`config.mk`:
```
export PLATFORM = sky130hd
export DESIGN_NAME = regfile_controller
export DESIGN_NICKNAME = d
export VERILOG_FILES = /design/src/rtl/regfile_controller.sv
export SDC_FILE = /design/constraint.sdc
export NUM_CORES = 1
export LEC_CHECK = 0
export BUFFER_PORTS_ARGS = -buffer_cell sky130_fd_sc_hd__buf_2
export CORE_ASPECT_RATIO = 1.25
export CORE_MARGIN = 1
export CORE_UTILIZATION = 45
export DETAILED_ROUTE_END_ITERATION = 7
export PLACE_DENSITY = 0.7
export REMOVE_ABC_BUFFERS = 1
export SYNTH_ARGS = -nofsm -noshare
export SYNTH_HDL_FRONTEND = slang
export SYNTH_SLANG_ARGS = --single-unit
```
`constraint.sdc`:
```
create_clock -name clk -period 4.2 [get_ports clk]
set_clock_uncertainty 0.05 [all_clocks]
set_input_delay 0.21 -clock clk [delete_from_list [all_inputs] [get_ports clk]]
set_output_delay 0.21 -clock clk [all_outputs]
set_load 0.05 [all_outputs]
```
`src/rtl/regfile_controller.sv`:
```
// Purpose : sequences register-file commands (NOP/READ/WRITE/WRITEU/INC/DEC/MOVE/SWAP) into rf_* strobes.
// Latency : one busy state for NOP/WRITE/WRITEU/INC/DEC/READ, two for MOVE, four for SWAP; READ rsp one cycle after its read state.
// Backpr. : cmd_ready high only in IDLE (and out of reset); cmd_* ignored while busy.
//
// Ports:
//   clk, rst_n                 clock, synchronous active-low reset
//   cmd_valid/cmd_ready        command handshake; cmd_op/cmd_rd/cmd_rs/cmd_data latched on accept
//   rsp_valid/rsp_data         one-cycle READ response pulse; rsp_data holds until next READ
//   rf_read/write/writeu/inc/dec, rf_id, rf_din, rf_dout   register-file control and read data
//   cmd_count                  completed-command counter (wraps)
module regfile_controller (
    input  logic        clk,
    input  logic        rst_n,
    input  logic        cmd_valid,
    output logic        cmd_ready,
    input  logic [2:0]  cmd_op,
    input  logic [5:0]  cmd_rd,
    input  logic [5:0]  cmd_rs,
    input  logic [15:0] cmd_data,
    output logic        rsp_valid,
    output logic [15:0] rsp_data,
    output logic [15:0] rf_din,
    output logic        rf_read,
    output logic        rf_write,
    output logic        rf_writeu,
    output logic        rf_inc,
    output logic        rf_dec,
    output logic [5:0]  rf_id,
    input  logic [15:0] rf_dout,
    output logic [15:0] cmd_count
);

    localparam logic [2:0] OP_NOP    = 3'b000;
    localparam logic [2:0] OP_READ   = 3'b001;
    localparam logic [2:0] OP_WRITE  = 3'b010;
    localparam logic [2:0] OP_WRITEU = 3'b011;
    localparam logic [2:0] OP_INC    = 3'b100;
    localparam logic [2:0] OP_DEC    = 3'b101;
    localparam logic [2:0] OP_MOVE   = 3'b110;
    localparam logic [2:0] OP_SWAP   = 3'b111;

    typedef enum logic [2:0] {
        S_IDLE = 3'd0,
        S_EXEC = 3'd1,
        S_RD_A = 3'd2,
        S_RD_B = 3'd3,
        S_WR_A = 3'd4,
        S_WR_B = 3'd5
    } state_t;

    state_t      state;
    state_t      state_nxt;
    logic [2:0]  op_q;
    logic [5:0]  rd_q;
    logic [5:0]  rs_q;
    logic [15:0] data_q;
    logic [15:0] tmp_a;
    logic [15:0] tmp_b;
    logic        accept;
    logic        last;      // final state of the current command; drives cmd_count

    // cmd_ready is forced low while reset is held so nothing can be accepted
    // on the reset edge itself.
    assign cmd_ready = rst_n && (state == S_IDLE);
    assign accept    = cmd_valid && cmd_ready;

    always_comb begin
        state_nxt = state;
        rf_read   = 1'b0;
        rf_write  = 1'b0;
        rf_writeu = 1'b0;
        rf_inc    = 1'b0;
        rf_dec    = 1'b0;
        rf_id     = 6'd0;
        rf_din    = 16'd0;
        last      = 1'b0;
        case (state)
            S_IDLE: begin
                if (accept) begin
                    if (cmd_op == OP_READ || cmd_op == OP_MOVE || cmd_op == OP_SWAP)
                        state_nxt = S_RD_A;
                    else
                        state_nxt = S_EXEC;
                end
            end
            S_EXEC: begin
                rf_id = rd_q;
                case (op_q)
                    OP_WRITE: begin
                        rf_write = 1'b1;
                        rf_din   = data_q;
                    end
                    OP_WRITEU: begin
                        rf_writeu = 1'b1;
                        rf_din    = data_q;
                    end
                    OP_INC:  rf_inc = 1'b1;
                    OP_DEC:  rf_dec = 1'b1;
                    default: ;  // NOP: no strobe
                endcase
                last      = 1'b1;
                state_nxt = S_IDLE;
            end
            S_RD_A: begin
                // READ targets rd; MOVE/SWAP fetch the source first.
                rf_read = 1'b1;
                rf_id   = (op_q == OP_READ) ? rd_q : rs_q;
                if (op_q == OP_READ) begin
                    last      = 1'b1;
                    state_nxt = S_IDLE;
                end else if (op_q == OP_MOVE) begin
                    state_nxt = S_WR_A;
                end else begin
                    state_nxt = S_RD_B;
                end
            end
            S_RD_B: begin
                rf_read   = 1'b1;
                rf_id     = rd_q;
                state_nxt = S_WR_A;
            end
            S_WR_A: begin
                rf_write = 1'b1;
                rf_id    = rd_q;
                rf_din   = tmp_a;
                if (op_q == OP_SWAP) begin
                    state_nxt = S_WR_B;
                end else begin
                    last      = 1'b1;
                    state_nxt = S_IDLE;
                end
            end
            S_WR_B: begin
                rf_write  = 1'b1;
                rf_id     = rs_q;
                rf_din    = tmp_b;
                last      = 1'b1;
                state_nxt = S_IDLE;
            end
            default: state_nxt = S_IDLE;
        endcase
    end

    always_ff @(posedge clk) begin
        if (!rst_n) begin
            state     <= S_IDLE;
            op_q      <= OP_NOP;
            rd_q      <= 6'd0;
            rs_q      <= 6'd0;
            data_q    <= 16'd0;
            tmp_a     <= 16'd0;
            tmp_b     <= 16'd0;
            rsp_valid <= 1'b0;
            rsp_data  <= 16'd0;
            cmd_count <= 16'd0;
        end else begin
            state <= state_nxt;
            if (accept) begin
                op_q   <= cmd_op;
                rd_q   <= cmd_rd;
                rs_q   <= cmd_rs;
                data_q <= cmd_data;
            end
            if (state == S_RD_A) begin
                if (op_q == OP_READ)
                    rsp_data <= rf_dout;
                else
                    tmp_a <= rf_dout;
            end
            if (state == S_RD_B)
                tmp_b <= rf_dout;
            rsp_valid <= (state == S_RD_A) && (op_q == OP_READ);
            if (last)
                cmd_count <= cmd_count + 16'd1;
        end
    end

endmodule
```
## Yosys cells after proc, flatten, opt, wreduce, memory -nomap -nowiden

Cells that the tools add are included.

- Register bits after elaboration: 99
- RAM bits: 0
- Memories: 0
- Word-level logic and storage cells: 63
- Input port bits: 50
- Bits in latches: 0
- ROM bits: 0

- $lt $le $gt $ge: 0
- Reductions and logical operators: 13
- Div/mod/pow operators: 0
- Add/subtract/negate cells: 1
- Multipliers: 0
- Bitwise gates (word level): 1
- Shift-type cells: 0
- Multiplexer cells: 22
- Equality and inequality tests: 16

Operators with widths:

| operator | number |
|---|---|
| 16-bit case mux with 3 select lines | 1 |
| 3-bit equality test (second input constant) | 8 |
| 6-bit case mux with 3 select lines | 1 |
| 16-bit by 1-bit adder with 16-bit output (second input constant) | 1 |
| 16-bit two-way mux | 1 |
| 3-bit by 2-bit equality test with 1-bit output (second input constant) | 4 |
| 3-bit two-way mux | 4 |
| 3-bit case mux with 4 select lines | 1 |
| 1-bit two-way mux | 10 |
| 3-bit by 1-bit equality test with 1-bit output (second input constant) | 3 |
| 2-bit OR reduction | 4 |
| 6-bit two-way mux | 1 |
| 2-bit AND reduction | 2 |
| 1-bit logical AND | 3 |
| 3-bit zero test | 1 |
| 1-bit case mux with 3 select lines | 1 |
| 3-bit OR reduction | 1 |
| 1-bit logical OR | 2 |
| 2-bit two-way mux | 1 |
| 2-bit inequality test (second input constant) | 1 |
| 1-bit case mux with 2 select lines | 1 |
| 1-bit inverter | 1 |

## Depth between registers and ports, before layout

- Depth after elaboration: 6
- Depth in mapped cells: 7
- Gate-level depth less buffers: 5

## Least setup slack after synthesis

OpenSTA, ideal clock, no wires.

- Path kind: reg2out
- Start point: reg state[1]
- End point: out rf_dec
- Cell stages (with the launch flop): 5
- Arrival time: 1.818 ns
- Required time: 3.940 ns
- Buffers on the path: 1
- Slack: 2.122 ns
- Path through: dfxtp_1 buf_2 nor2_1 nand3_1 nor3b_1

- Word-level cells in the longest chain between the ends: 2

RTL lines:

| element | line | source |
|---|---|---|
| start: declaration | 51 | `state_t state;` |
| start signal: assignment | 157 | `state <= state_nxt;` |
| 3-bit by 1-bit equality test with 1-bit output | 77 | `case (state)` |
| 1-bit two-way mux | 77 |  |
| end: declaration | 27 | `output logic rf_dec,` |

No other way between the ends.

## Final worst setup path

- Start point: reg op_q[0]
- End point: out rf_id[3]

- Word-level cells in the longest chain between the ends: 3

RTL lines:

| element | line | source |
|---|---|---|
| start: declaration | 53 | `logic [2:0] op_q;` |
| start signal: assignment | 159 | `op_q <= cmd_op;` |
| 3-bit by 1-bit equality test with 1-bit output | 107 | `rf_id = (op_q == OP_READ) ? rd_q : rs_q;` |
| 6-bit two-way mux | 107 |  |
| 6-bit case mux with 3 select lines | 77 |  |
| end: declaration | 28 | `output logic [5:0] rf_id,` |

No other way between the ends.

==> results.tsv <==
stage	metric	value	unit
pwr	sequential share of power	48.4	%
worst_setup_path	source of the critical timing path	op_q[0]	
placed_design	routability congestion estimate	0.8541	
worst_setup_path	crit path DAT	2.75	ns
worst_setup_path	Worst Reg2Reg Path Length in Cells	4	
yosys	ys flop type	dfxtp_1	
routing	Antenna Violating Nets Remaining	0	
cts	CTS clk-pin slew, worst paths	0.07	ns
cts	Longest Clk Path Bufs	2	
sta	shortest clock period the worst path allows after layout	3.009	ns
hold_path	worst min path class	in2reg	
yosys	syn_area_per_cell	7.833	um^2
layout	area used by multi-input combinational logic	2107	um^2
floorplanning	number of top-level pins	111	
worst_setup_path	Buffers & Inverters on Critical Path	1	
floorplanning	Die Footprint	10020	um^2
yosys	number of distinct standard cells referenced by the synthesized netlist	45	
pwr	Clk pwr share	42.2	%
pwr	Pint	1.573	mW
placed_design	total cell area at the placement stage	4910	um^2
routing	post-detailed-route via-to-cell ratio	5.390	
run	max-cap violation count	0	
worst_setup_path	FF-to-FF End	data_q[0]	
layout	fill cell total of the finished layout	888	
worst_setup_path	biggest cell delay along the critical path	0.59	ns
global_routing	pin count of the biggest net entering global routing	38	
worst_setup_path	beginning of the worst register-to-register path	state[0]	
floorplanning	Die Height	111.7	um
sta	highest clock rate	0.3323	GHz
cts	TritonCTS buffer count	9	
sta	Sum Neg Setup Slack	0	ns
yosys	Synth Area in XOR/XNOR	0	%
pwr	fraction of power consumed by combinational cells	9.4	%
layout	utilization after layout	56.89	%
sta	Hold Vio Cnt, Final	0	
global_routing	total global-route track usage	23.53	%
worst_setup_path	kind of start point of the critical path	flop	
cts	# resized after CTS	0	
layout	final instance area	5246	um^2
layout	net count reported at finish	693	
yosys	largest family of logic cells by synthesized area	simple AND/OR/NAND/NOR gates	
worst_setup_path	critical path depth in cells	5	
hold_path	Cells on Worst Hold Path	3	
sta	relative slew slack	15.70	%
yosys	number of instances in the synthesized netlist	553	
worst_setup_path	Worst Path Max Fanout	18	
routing	routed wirelength normalized by instance count	14.69	um
pwr	areal power density over the cells	397.2	nW/um^2
placed_design	sum of net half-perimeters after detailed placement	7.446	mm
placed_design	count of input and output buffers	110	
yosys	flip-flop and latch count after synthesis	99	
worst_setup_path	series of cell instances along the critical path	or3b_4 > nand3_1 > nand2b_1 > a22o_1 > buf_2	
floorplanning	starting density of the core	46.97	%
sta	Final Slew Violations	0	
global_routing	antenna violations before repair	0	
worst_setup_path	endpoint class of the critical path	output port	
global_routing	Remaining Overflow, GRT	0	
floorplanning	number of rows in the core area	39	
worst_setup_path	Setup crit end	rf_id[3]	
yosys	share of async-settable or async-resettable flops after synthesis	0	%
global_routing	global-route wire length before repair	19.00	mm
routing	Detailed Route WL	11.30	mm
cts	insertion delay of the later-clocked pin in the worst-skew pair	0.34	ns
layout	area of all sequential standard cells	1982	um^2
sta	portion of the clock cycle consumed by the worst path in the final layout	71.65	%
layout	final cell count without fillers	769	
pwr	Switch Pwr	0.5103	mW
sta	worst hold margin	0.0009799	ns
pwr	post-layout total power	2.084	mW
worst_setup_path	data required time at the worst endpoint	3.94	ns
worst_setup_path	flop2flop setup slack	1.78	ns
global_routing	number of global-route vias before repair	4068	
pwr	IR Drop Worst-Case VDD	225.3	uV
cts	Clock Root Buffer	clkbuf_16	
worst_setup_path	critical path's slowest cell	nand3_1	
cts	number of sinks handled by clock tree synthesis	99	
floorplanning	core outline area	9223	um^2
layout	share of layout cells above drive strength 1	21.98	%
layout	area added between synthesis and finish	21.11	%
routing	router iterations before antenna repair	7	
yosys	Seq/Total Area, Yosys	45.75	%
yosys	number of warning messages in the yosys log	0	
placed_design	setup slack after placement	1.585	ns
routing	overall via count from detail_route	4145	
pwr	proportion of total power due to net switching	24.49	%
sta	slew of the pin with the lowest slew margin	1.258	ns
yosys	fraction of synthesized area in multiplexers	3.235	%
sta	smallest setup slack after layout	1.191	ns
cts	H-tree level count	3	
routing	number of design rule violations left after detail routing	0	
pwr	leakage dissipation	2.336	nW
worst_setup_path	delay-heaviest family, CP	simple AND/OR/NAND/NOR gates	
yosys	share of synthesized cell area in full adder, half adder and majority cells	0.2889	%
routing	drt initial violations	383	
floorplanning	die width	89.76	um
yosys	cell area after synthesis	4332	um^2
cts	TritonCTS clock tree	built	
yosys	number of enable flip-flop cells after synthesis	0	
yosys	compound-gate portion of the synthesized area	16.67	%
run_status	result of the run	finished clean	
sta	count of final setup violators	0	
placed_design	cell total after placement	752	
worst_setup_path	critical path class	reg2out	
sta	setup repair after global routing missed its margin	no	
layout	antenna cell count	0	
yosys	simple-gate share of the synthesized area	28.45	%
worst reg2reg max path: stages, from the launching register on:
cell and delay, ns:
dfxtp_1 0.43, nor3_1 0.51, and3_1 1.08, nand2_1 0.21, nand2_1 0.10
cells by family after synthesis:
group,after synthesis
multiplexers,14
buffers and inverters,59
flip-flops,99
AO/OA/AOI/OAI,102
AND/OR/NAND/NOR,278
adder cells (fa/ha/maj),1
power by group through the flow:
| stage | clock network, mW | registers [mW] | logic [mW] |
|---|---|---|---|
| 6_report | 0.880 | 1.01 | 0.195 |
| 5_1_grt | 0.936 | 1.01 | 0.218 |
| 4_1_cts | 0.891 | 1.01 | 0.196 |
| 3_5_place_dp | 0 | 1.03 | 0.193 |
| 2_1_floorplan | 0 | 1.03 | 0.109 |
| 3_3_place_gp | 0 | 1.03 | 0.190 |
layout make-up:
type / count / area share [%]
Clock buffer: 10 / 4.555
Clock inverter: 5 / 1.479
Inverter: 19 / 1.359
Multi-Input combinational cell: 395 / 40.16
Sequential cell: 99 / 37.78
Tap cell: 123 / 2.933
Timing Repair Buffer: 118 / 11.73
registers in the layout (all words and copies together) (netlist names):
name       cells
cmd_count     16
data_q        16
rsp_data      16
tmp_a         16
tmp_b         16
rd_q           6
rs_q           6
op_q           3
state          3
rsp_valid      1
layer usage:
| metal | global-route usage, % | vias up | part of all wire [%] |
|---|---|---|---|
| li1 | - | 2049 | - |
| met1 | 28.27 | 1951 | 44 |
| met2 | 41.28 | 129 | 49 |
| met3 | 3.893 | 16 | 5.0 |
| met4 | 10.27 | 0 | 2.0 |
| met5 | 0 | - | 0 |
placed cells by master, fill, tap and decap left out, drive strengths merged, types with 4 or more instances in the layout:
| cell | n |
|---|---|
| dfxtp | 99 |
| o21ai | 5 |
| inv | 18 |
| buf | 116 |
| nand2b | 17 |
| a222oi | 16 |
| and2 | 4 |
| mux2i | 14 |
| clkbuf | 10 |
| a22o | 6 |
| nor3 | 6 |
| nand3 | 41 |
| a21oi | 57 |
| nor2 | 11 |
| nand2 | 180 |
| a211oi | 5 |
| nand4 | 5 |
cells in the mapped netlist (2+ instances only):
library cell / n / share of area (%)
and3_1: 2 / 0.29
a211oi_2: 2 / 0.58
a211oi_1: 3 / 0.52
o21ai_0: 5 / 0.58
nand2b_1: 17 / 2.5
nand3b_1: 2 / 0.35
nor2_1: 11 / 0.95
nand3_1: 41 / 4.7
and4_1: 3 / 0.61
a22o_1: 6 / 1.2
a2111oi_4: 2 / 1.3
mux2i_1: 14 / 3.2
nand2_1: 180 / 16
a222oi_1: 16 / 3.7
buf_2: 11 / 1.3
dfxtp_1: 99 / 46
nor3b_1: 2 / 0.35
and2_1: 4 / 0.58
nand4_1: 5 / 0.72
buf_1: 2 / 0.17
clkbuf_1: 26 / 2.3
nor3_1: 5 / 0.58
inv_1: 17 / 1.5
a21oi_1: 57 / 6.6
worst min path at each step:
stage | start | endpoint | slack, ns
floorplan | cmd_data[0] | data_q[0] | 0.26
global placement | cmd_rd[0] | rd_q[0] | 0.35
detailed placement | cmd_data[5] | data_q[5] | 0.35
CTS | cmd_data[10] | data_q[10] | 0.0003
global route | cmd_rs[3] | rs_q[3] | 0.005
finish | cmd_rs[3] | rs_q[3] | 0.001
repair_timing:
item,in CTS,in global routing
hold buffers,2,0
hold endpoints to repair,2,0
setup buffers,0,0
(Power assumes the default switching activity.)
